$ cat src/rtl/led_pattern_seq.sv
// LED pattern sequencer: advances one of four patterns on each rising edge of a slow tick
// and gates the registered result with a 4-bit PWM brightness control.
module led_pattern_seq #(
   parameter int unsigned WIDTH = 8
) (
   input  logic             clk,
   input  logic             rst_n,
   input  logic             tick_in,
   input  logic [1:0]       mode,
   input  logic             pause,
   input  logic [3:0]       brightness,
   output logic [WIDTH-1:0] LED,
   output logic             step_strobe
);

   typedef enum logic [1:0] {
      ModeRotate = 2'd0,
      ModeBounce = 2'd1,
      ModeCount  = 2'd2,
      ModeToggle = 2'd3
   } mode_e;

   localparam logic [WIDTH-1:0] PatOne = {{(WIDTH-1){1'b0}}, 1'b1};

   logic             tick_prev_q, tick_prev_d;
   logic [1:0]       mode_q, mode_d;
   logic [WIDTH-1:0] pat_q, pat_d;
   logic             dir_q, dir_d;
   logic [3:0]       pwm_cnt_q, pwm_cnt_d;
   logic [WIDTH-1:0] led_q, led_d;
   logic             strobe_q, strobe_d;
   logic             rise;
   logic             pwm_en;
   logic [WIDTH-1:0] alt_seed;

   for (genvar g = 0; g < WIDTH; g++) begin : g_alt_seed
      assign alt_seed[g] = (g % 2 == 0);
   end

   always_comb begin
      tick_prev_d = tick_in;
      mode_d      = mode;
      pat_d       = pat_q;
      dir_d       = dir_q;
      strobe_d    = 1'b0;
      rise        = tick_in & ~tick_prev_q;

      if (mode != mode_q) begin
         // Mode change reseeds and swallows any coincident step request.
         dir_d = 1'b0;
         unique case (mode_e'(mode))
            ModeRotate: pat_d = PatOne;
            ModeBounce: pat_d = PatOne;
            ModeCount:  pat_d = '0;
            ModeToggle: pat_d = alt_seed;
         endcase
      end else if (rise && !pause) begin
         strobe_d = 1'b1;
         unique case (mode_e'(mode_q))
            ModeRotate: pat_d = {pat_q[WIDTH-2:0], pat_q[WIDTH-1]};
            ModeBounce: begin
               if (!dir_q && pat_q[WIDTH-1]) begin
                  dir_d = 1'b1;
                  pat_d = pat_q >> 1;
               end else if (dir_q && pat_q[0]) begin
                  dir_d = 1'b0;
                  pat_d = pat_q << 1;
               end else if (dir_q) begin
                  pat_d = pat_q >> 1;
               end else begin
                  pat_d = pat_q << 1;
               end
            end
            ModeCount:  pat_d = pat_q + PatOne;
            ModeToggle: pat_d = ~pat_q;
         endcase
      end

      pwm_cnt_d = pwm_cnt_q + 4'd1;
      pwm_en    = (brightness == 4'hf) || (pwm_cnt_q < brightness);
      led_d     = pwm_en ? pat_q : '0;
   end

   always_ff @(posedge clk or negedge rst_n) begin
      if (!rst_n) begin
         // Previous tick starts high so a tick already high at release is not a step.
         tick_prev_q <= 1'b1;
         mode_q      <= 2'd0;
         pat_q       <= PatOne;
         dir_q       <= 1'b0;
         pwm_cnt_q   <= 4'd0;
         led_q       <= '0;
         strobe_q    <= 1'b0;
      end else begin
         tick_prev_q <= tick_prev_d;
         mode_q      <= mode_d;
         pat_q       <= pat_d;
         dir_q       <= dir_d;
         pwm_cnt_q   <= pwm_cnt_d;
         led_q       <= led_d;
         strobe_q    <= strobe_d;
      end
   end

   assign LED         = led_q;
   assign step_strobe = strobe_q;

endmodule

$ cat config.mk
export PLATFORM = sky130hd
export DESIGN_NAME = led_pattern_seq
export DESIGN_NICKNAME = d
export VERILOG_FILES = /design/src/rtl/led_pattern_seq.sv
export SDC_FILE = /design/constraint.sdc
export NUM_CORES = 1
export LEC_CHECK = 0
export BUFFER_PORTS_ARGS = -buffer_cell sky130_fd_sc_hd__buf_4
export CORE_MARGIN = 2
export CORE_UTILIZATION = 25
export DETAILED_ROUTE_END_ITERATION = 10
export HOLD_SLACK_MARGIN = 0.03
export PLACE_DENSITY = 0.44
export SKIP_LAST_GASP = 1
export SYNTH_ARGS = -nofsm -noshare
export SYNTH_HDL_FRONTEND = slang
export SYNTH_SLANG_ARGS = --single-unit
$ cat constraint.sdc
create_clock -name clk -period 1.9 [get_ports clk]
set_input_delay 0.19 -clock clk [delete_from_list [all_inputs] [get_ports clk]]
set_output_delay 0.19 -clock clk [all_outputs]
set_load 0.01 [all_outputs]
==> impl_results.md, run 1 <==
- Power share of the combinational group: 0.173
- Setup-failing EPs final: 0
- Die width: around 80 um
- Basic-gate share of the synthesized area counting and, or, nand and nor cells: 0.150
- Pin count of the biggest net entering global routing: 26
- WS Path Type: in2reg
- Clock tree from TritonCTS: built
- Signal arrival time at the worst endpoint: 1.94 ns
- Worst stage delay on the critical path: ~0.56 ns
- Setup tns final: 0 ns
- Antenna fix cells: 0
- Mapped Nets: roughly 160
- Unique masters post-synth: 46
- Static leakage: 0.824 nW
- Mux contribution to synthesized area: 0.0458
- Post-synthesis adder-cell area fraction: 0.0432
- Global-route total usage across every layer: 0.112
- Vertical die dimension: 80.1 um
- Max Freq: 576 MHz
- Number of rows created at floorplan: 27
- Number of antenna violations at the first check in global routing: 0
- Highest net fanout along the worst path: 9
- Clock Latency Late Sink: approximately 0.27 ns
- CP cell instances: dlygate4sd3_1 > buf_4 > or3b_1 > nor2_8 > a32oi_1 > o21ai_1 > and2_1
- Wire per inst: roughly 14 um
- Fin nets: between 150 and 200
- Portion of the post-synthesis area used by sequential elements: 0.434
- Hold Path Class: in2reg
- Fraction of power consumed by sequential logic: 0.539
- Wire length reported by the detailed router: 3.28 mm
- Status: finished clean
- Final count of hold timing violations: 0
- Number of remaining DRC errors: 0
- Vias in the first global route: 1093
- Netlist area before placement: approximately 1400 um^2
- Fraction of the cycle the final worst path needs: 0.913
- Total core area: ~5500 um^2
- Fraction of synthesized cell area taken by the top area cell type: 0.397
- Total die area: between 6000 and 7000 um^2
- Unrepaired setup endpoints after global routing: no
- Iteration count of the initial detailed-routing pass: 4
- Data required time of the worst path: around 2.1 ns
- Vias: ~1100
- Element type at the critical path end: flip-flop
- Max-cap viol count: 0
- Synthesized-area fraction occupied by ao, oa, aoi and oai cells: 0.218
- Sw frac: 0.273
- Maximum level of the CTS H-tree: 1
- Seq cells post-synth: 25
- Antenna Violating Nets Remaining: 0
- Maximum VDD drop: around 240 uV
- IO buf count: 18
- Fraction of synthesis flops using an asynchronous set or reset pin: 1.00
- Fill cell count: 590
- Power density over the cells: around 640 nW/um^2
- Post-synth top area cell: sky130_fd_sc_hd__dfrtp_1
- Actual transition at the worst max-transition pin: ~0.47 ns
- Bufs on Longest Clock Path: 2
- Layout Area Growth over Synthesis: 18.4%
- Slew Limit Headroom: 0.685
- Switching component of the power: between 200 and 300 uW
- Root Driver: sky130_fd_sc_hd__clkbuf_8
- Effective utilization at floorplan: 0.262
- Cell types with the largest area share after synthesis: sky130_fd_sc_hd__dfrtp_1 (40%), sky130_fd_sc_hd__ha_1 (4.3%), sky130_fd_sc_hd__and3_1 (3.9%), sky130_fd_sc_hd__dfstp_2 (3.6%), sky130_fd_sc_hd__buf_6 (3.1%)
- Yosys warning total: 0
- Number of flops mapped to enable cells by yosys: 0
- Number of instances resized during post-cts repair: 0
- RePlAce Congestion: roughly 0.80
- Buffers inserted during post-CTS setup optimization: 0
- Clock-pin slew on the worst setup and hold paths: approximately 0.09 ns
- Detailed router's first-iteration violation count: 40
- Clk_skew: about 0.0064 ns
- First-pass GRT wire length: between 5 and 6 mm
- Layout cell share with drive strength beyond 1: 0.226
- Cell internal pwr: ~800 uW
- Synthesized netlist cell count: approximately 140
- Count of pins over their slew limit: 0
- Count leader, synth: sky130_fd_sc_hd__dfrtp_1
- Clock power share: 0.288
- Mean instance size in the synthesized netlist: roughly 10 um^2
- Total gr overflow: 0
- Final HPWL DP: 2.38 mm
- Post-DR vias/cell: 4.86
- Number of top-level pins: 19
- Leading cell types by count after synthesis: sky130_fd_sc_hd__dfrtp_1 (23), sky130_fd_sc_hd__nand2_1 (11), sky130_fd_sc_hd__inv_1 (10)
- Xor/xnor share of the synthesized area: 0.0302
- Clock period minus final worst setup slack: 1.74 ns
- Clock sink count: 25
- Top_reg_cell synth: sky130_fd_sc_hd__dfrtp_1
- Largest family of logic cells by synthesized area: compound AO/OA/AOI/OAI gates
- Final core occ: 0.310
- TritonCTS buffer count: 3
- Critical-path top delay cell: sky130_fd_sc_hd__or3b_1
- Critical path launch point type: primary input
==> through the flow <==
step,total power [mW],hold slack [ns],cells,worst slack (ns),cell area (um^2)
detailed placement,0.786,0.120,230,0.285,1650
finish,1.09,0.0657,236,0.164,1720
floorplan,0.704,-0.106,143,0.392,1450
global placement,0.783,0.117,230,0.330,1650
CTS,1.11,0.0541,236,0.172,1720
global route,1.17,0.0530,236,0.101,1720
==> cells in the final DEF, fill, tap and decap left out, types with 2 or more instances in the layout <==
cell / netlist / final
sky130_fd_sc_hd__a31oi_1: 4 / 4
sky130_fd_sc_hd__dfrtp_1: 23 / 23
sky130_fd_sc_hd__and3_1: 9 / 9
sky130_fd_sc_hd__nand4_1: 2 / 2
sky130_fd_sc_hd__dfstp_2: 2 / 2
sky130_fd_sc_hd__xor2_1: 2 / 2
sky130_fd_sc_hd__a21oi_1: 5 / 5
sky130_fd_sc_hd__o21ai_1: 6 / 6
sky130_fd_sc_hd__o211ai_1: 3 / 3
sky130_fd_sc_hd__o2bb2ai_1: 2 / 2
sky130_fd_sc_hd__mux2i_1: 4 / 4
sky130_fd_sc_hd__dlygate4sd3_1: 0 / 2
sky130_fd_sc_hd__buf_4: 1 / 25
sky130_fd_sc_hd__nor2_1: 6 / 6
sky130_fd_sc_hd__o21bai_1: 2 / 2
sky130_fd_sc_hd__o21ai_0: 5 / 5
sky130_fd_sc_hd__inv_1: 10 / 10
sky130_fd_sc_hd__ha_1: 5 / 5
sky130_fd_sc_hd__xnor2_1: 3 / 3
sky130_fd_sc_hd__o221ai_1: 2 / 2
sky130_fd_sc_hd__clkbuf_8: 0 / 3
sky130_fd_sc_hd__nand2_1: 11 / 11
sky130_fd_sc_hd__nand3_1: 5 / 5
==> flip-flops by register name, indices dropped and copies added (netlist names) <==
name	count
dir_q	1
step_strobe	1
pat_q	8
mode_q	2
pwm_cnt_q	4
tick_prev_q	1
LED	8
==> kinds of logic (layout without fill, tap and decap cells) <==
family                     count (synthesis)  count (layout)
AOI/OAI and AO/OA                         43              43
and+or+nand+nor                           39              39
DFF                                       25              25
buffers and inverters                     20              41
muxes                                      6               6
adders and majority gates                  5               5
xor gates and xnor gates                   5               5
==> power by group through the flow <==
stage / clock network [mW] / logic, mW / registers (mW)
finish: 0.314 / 0.189 / 0.588
global route: 0.367 / 0.211 / 0.592
CTS: 0.334 / 0.191 / 0.588
detailed placement: 0 / 0.187 / 0.599
global placement: 0 / 0.186 / 0.597
floorplan: 0 / 0.116 / 0.589
==> final timing paths <==
path | from | end | slack [ns] | depth (start not counted)
min reg2reg | pwm_cnt_q[0] | pwm_cnt_q[0] | 0.47 | 1
min in group asynchronous | rst_n | mode_q[0] | 0.36 | 2
max in group asynchronous | rst_n | pat_q[0] | 1.25 | 2
max reg2reg | pat_q[0] | pat_q[6] | 0.27 | 6
max | tick_in | pat_q[7] | 0.16 | 7
min | mode[0] | mode_q[0] | 0.07 | 1
==> what timing repair did <==
| action | in CTS | in global routing |
|---|---|---|
| endpoints found under the setup margin | 0 | 0 |
| endpoints found under the hold margin | 24 | 0 |
| hold buffers | 2 | 0 |
==> critical path: cells and delay by family <==
family / cells / cell delay [ns]
buf+inv: 2 / 0.64
simple gates: 3 / 0.89
compound gates: 2 / 0.23
==> area by class of cell <==
cell class              count  area [um^2]  area share
inverters                  10         37.5      0.0219
multi-input cells          98          706       0.411
clock inverters             1         5.00     0.00292
well taps                  72         90.1      0.0525
flip-flops and latches     25          628       0.366
clock buffers               3         41.3      0.0241
repair buffers             27          208       0.121
==> per-layer routing <==
| metal | GRT usage | part of all wire |
|---|---|---|
| met4 | 0.0254 | 0.0055 |
| met3 | 0.0236 | 0.038 |
| met5 | 0 | 0 |
| met2 | 0.192 | 0.50 |
| met1 | 0.144 | 0.46 |
Power figures use the tool's default switching activity.
==> run 2, diff against run 1 <==
--- a/config.mk
+++ b/config.mk
@@ -5,6 +5,7 @@
 export SDC_FILE = /design/constraint.sdc
 export NUM_CORES = 1
 export LEC_CHECK = 0
+export ABC_AREA = 1
 export BUFFER_PORTS_ARGS = -buffer_cell sky130_fd_sc_hd__buf_4
 export CORE_MARGIN = 2
 export CORE_UTILIZATION = 25
==> impl_results.md, run 2 <==
- Pin count of the biggest net entering global routing: 26 (unchanged)
- Clock-pin slew on the worst setup and hold paths: 0.09 ns (about the same)
- Vias: 1230 (+7.1%)
- First-pass GRT wire length: 5.71 mm (+3.5%)
- Number of flops mapped to enable cells by yosys: 0 (unchanged)
- Hold Path Class: in2reg
- Terminus of the critical flop-to-flop path: pat_q[4]
- Wire per inst: 12.1 um (-13%)
- Post-DR vias/cell: 4.52 (-7.0%)
- Post-synth top area cell: sky130_fd_sc_hd__dfrtp_1
- Layout Area Growth over Synthesis: 19.1%
- Slew Limit Headroom: 0.667 (-0.0184)
- Unrepaired setup endpoints after global routing: no
- Worst Reg2Reg Path Length in Cells: 7 (+1)
- Fraction of synthesized cell area taken by the top area cell type: 0.400 (+0.00276)
- Effective utilization at floorplan: 0.260 (-0.00181)
- Worst Hold Depth: 1 (unchanged)
- Fill cell count: 630 (+6.8%)
- Clk_skew: 0.00619 ns (-0.000209 ns)
- Critical path launch point type: primary input
- Beginning of the worst register-to-register path: mode_q[1]
- Count leader, synth: sky130_fd_sc_hd__nand2_1
- Vertical die dimension: 79.9 um (-0.33%)
- Synthesized netlist cell count: 178 (+24%)
- Static leakage: 0.838 nW (+1.7%)
- Vias in the first global route: 1210 (+11%)
- Number of instances resized during post-cts repair: 0 (unchanged)
- Hold worst-path end: mode_q[0]
- Portion of the post-synthesis area used by sequential elements: 0.437 (+0.00302)
- Number of antenna violations at the first check in global routing: 0 (unchanged)
- Clock period minus final worst setup slack: 1.53 ns (-0.207 ns)
- Critical-path top delay cell: sky130_fd_sc_hd__dlygate4sd3_1
- Area taken by flip-flops and latches: 628 um^2 (unchanged)
- Setup-failing EPs final: 0 (unchanged)
- Cell types with the largest area share after synthesis: sky130_fd_sc_hd__dfrtp_1 (40%), sky130_fd_sc_hd__nand2_1 (9.9%), sky130_fd_sc_hd__a21oi_1 (5.9%), sky130_fd_sc_hd__nand3_1 (5.6%), sky130_fd_sc_hd__inv_1 (4.4%)
- Leading cell types by count after synthesis: sky130_fd_sc_hd__nand2_1 (38), sky130_fd_sc_hd__dfrtp_1 (23), sky130_fd_sc_hd__a21oi_1 (17), sky130_fd_sc_hd__inv_1 (17), sky130_fd_sc_hd__nand3_1 (16)
- RePlAce Congestion: 0.833 (+3.9%)
- Total core area: 5540 um^2 (unchanged)
- Antenna fix cells: 0 (unchanged)
- Leading cell type in the layout, fill and taps excluded: sky130_fd_sc_hd__nand2_1
- Root Driver: sky130_fd_sc_hd__clkbuf_8
- Final HPWL DP: 2.53 mm (+6.1%)
- Netlist area before placement: 1440 um^2 (-0.69%)
- Die width: 79.9 um (-0.33%)
- Seq cells post-synth: 25 (unchanged)
- Yosys warning total: 0 (unchanged)
- Global-route total usage across every layer: 0.114 (+0.00235)
- Wire length reported by the detailed router: 3.29 mm (+0.40%)
- Element type at the critical path end: flip-flop
- Power density over the cells: 676 nW/um^2 (+6.2%)
- Number of remaining DRC errors: 0 (unchanged)
- Clock sink count: 25 (unchanged)
- Iteration count of the initial detailed-routing pass: 4 (unchanged)
- Worst stage delay on the critical path: 0.53 ns (-0.03 ns)
- IO buf count: 18 (unchanged)
- Total die area: 6380 um^2 (-0.66%)
- Max-cap viol count: 0 (unchanged)
- Maximum level of the CTS H-tree: 1 (unchanged)
- CP cell instances: dlygate4sd3_1 > buf_4 > inv_1 > nor3_4 > inv_2 > nor2_4 > o21ai_1 > nor2_1 > nand2_1 > nand2_1
- Actual transition at the worst max-transition pin: 0.496 ns (+0.0243 ns)
- Fraction of synthesis flops using an asynchronous set or reset pin: 1.00 (unchanged)
- CP dominant cell by count: sky130_fd_sc_hd__nand2_1
- Status: finished clean
- Worst Hold Slack: 0.0495 ns (-0.0162 ns)
- Data required time of the worst path: 2.12 ns (about the same)
- Total gr overflow: 0 (unchanged)
- Unique masters post-synth: 28 (-39%)
- Buffers inserted during post-CTS setup optimization: 0 (unchanged)
- Clock tree from TritonCTS: built
- Bufs on Longest Clock Path: 2 (unchanged)
- Clock Latency Late Sink: 0.27 ns (about the same)
- Top_reg_cell synth: sky130_fd_sc_hd__dfrtp_1
- WS Path Type: in2reg
- Commonest cells after routing, fill and taps aside: sky130_fd_sc_hd__nand2_1 (38), sky130_fd_sc_hd__dfrtp_1 (23), sky130_fd_sc_hd__buf_4 (18), sky130_fd_sc_hd__inv_1 (17), sky130_fd_sc_hd__a21oi_1 (17)
- Highest net fanout along the worst path: 4 (-5)
- TritonCTS buffer count: 3 (unchanged)
- Detailed router's first-iteration violation count: 56 (+40%)
- Layout cell share with drive strength beyond 1: 0.215 (-0.0106)
- Critical hold path startpoint: mode[0]
- Number of hold buffers added after cts: 2 (unchanged)
- Mean instance size in the synthesized netlist: 8.08 um^2 (-20%)
- Final count of hold timing violations: 0 (unchanged)
- Setup tns final: 0 ns (unchanged)
- Setup slack of the most critical reg-to-reg path: 0.40 ns (+0.13 ns)
- Number of top-level pins: 19 (unchanged)
- Maximum VDD drop: 234 uV (-4.3%)
- Signal arrival time at the worst endpoint: 1.74 ns (-0.20 ns)
- Fin nets: 216 (+20%)
- Fraction of the cycle the final worst path needs: 0.805 (-0.109)
- Max Freq: 654 MHz (+14%)
- Multi-input combinational cell area: 709 um^2 (+0.53%)
- Antenna Violating Nets Remaining: 0 (unchanged)
- Mapped Nets: 193 (+22%)
- Count of pins over their slew limit: 0 (unchanged)
- Number of rows created at floorplan: 27 (unchanged)
[run 2: cell types whose count changed after synthesis, sizes merged, moves of 3 or more]
cell   change
nand2     +31
a21oi     +16
inv       +13
nand3     +11
and3       -9
nor2       +9
buf        -7
nor3       +6
mux2i      -4
a31oi      -3
[run 2: cell type report]
type                       instances  area share
clock buffer                       4      0.0263
inverter                          23      0.0504
multi-input combinational        128       0.414
sequential                        25       0.366
tap                               72      0.0526
timing repair buffer              20      0.0905
[run 2: cells by family (layout without fill, tap and decap cells)]
logic type / Yosys count / after routing / synth area share
compound gates: 38 / 38 / 0.148
flops: 25 / 25 / 0.437
fa+ha+maj: 5 / 5 / 0.0435
xor+xnor: 4 / 4 / 0.0296
buf+inv: 25 / 47 / 0.0704
simple gates: 81 / 81 / 0.272
[run 2: routing by layer]
| layer | wire length, um | part of all wire | track usage | vias to the layer above |
|---|---|---|---|---|
| met5 | 0 | 0 | 0 | - |
| met4 | 23 | 0.0070 | 0.0305 | 0 |
| met3 | 224 | 0.068 | 0.0294 | 2 |
| met2 | 1490 | 0.45 | 0.184 | 33 |
| met1 | 1550 | 0.47 | 0.151 | 562 |
| li1 | - | - | - | 633 |
[run 2: per-stage QoR]
step	utilization	cell area, um^2	setup WS [ns]	power (mW)	instances
2_1_floorplan	-	1440	0.587	0.759	178
3_3_place_gp	0.298	1650	0.392	0.856	266
3_5_place_dp	0.298	1650	0.415	0.852	266
4_1_cts	0.309	1710	0.354	1.18	272
5_1_grt	0.309	1710	0.193	1.24	272
6_report	0.309	1710	0.371	1.16	272
[run 2: report_power, final]
group          total (mW)  internal, mW  switching, mW  leakage, nW
clock network       0.317         0.150          0.167       0.0228
registers           0.610         0.571         0.0390        0.321
logic               0.232        0.0927          0.139        0.494
total                1.16         0.814          0.345        0.838
[run 2: worst max-delay path, delay by kind of cell]
family	cells	cell delay [ns]
AOI/OAI and AO/OA	1	0.08
buffers and inverters	4	0.78
and+or+nand+nor	5	0.68
[run 2: how the worst max path moves through the flow]
stage	from	depth (start not counted)	slack (ns)	to
5_1_grt	pat_q[0]	7	0.19	pat_q[5]
3_5_place_dp	mode_q[1]	7	0.41	pat_q[4]
3_3_place_gp	mode_q[1]	7	0.39	pat_q[2]
6_report	tick_in	10	0.37	pat_q[5]
4_1_cts	tick_in	10	0.35	pat_q[5]
2_1_floorplan	pat_q[0]	5	0.59	pat_q[1]
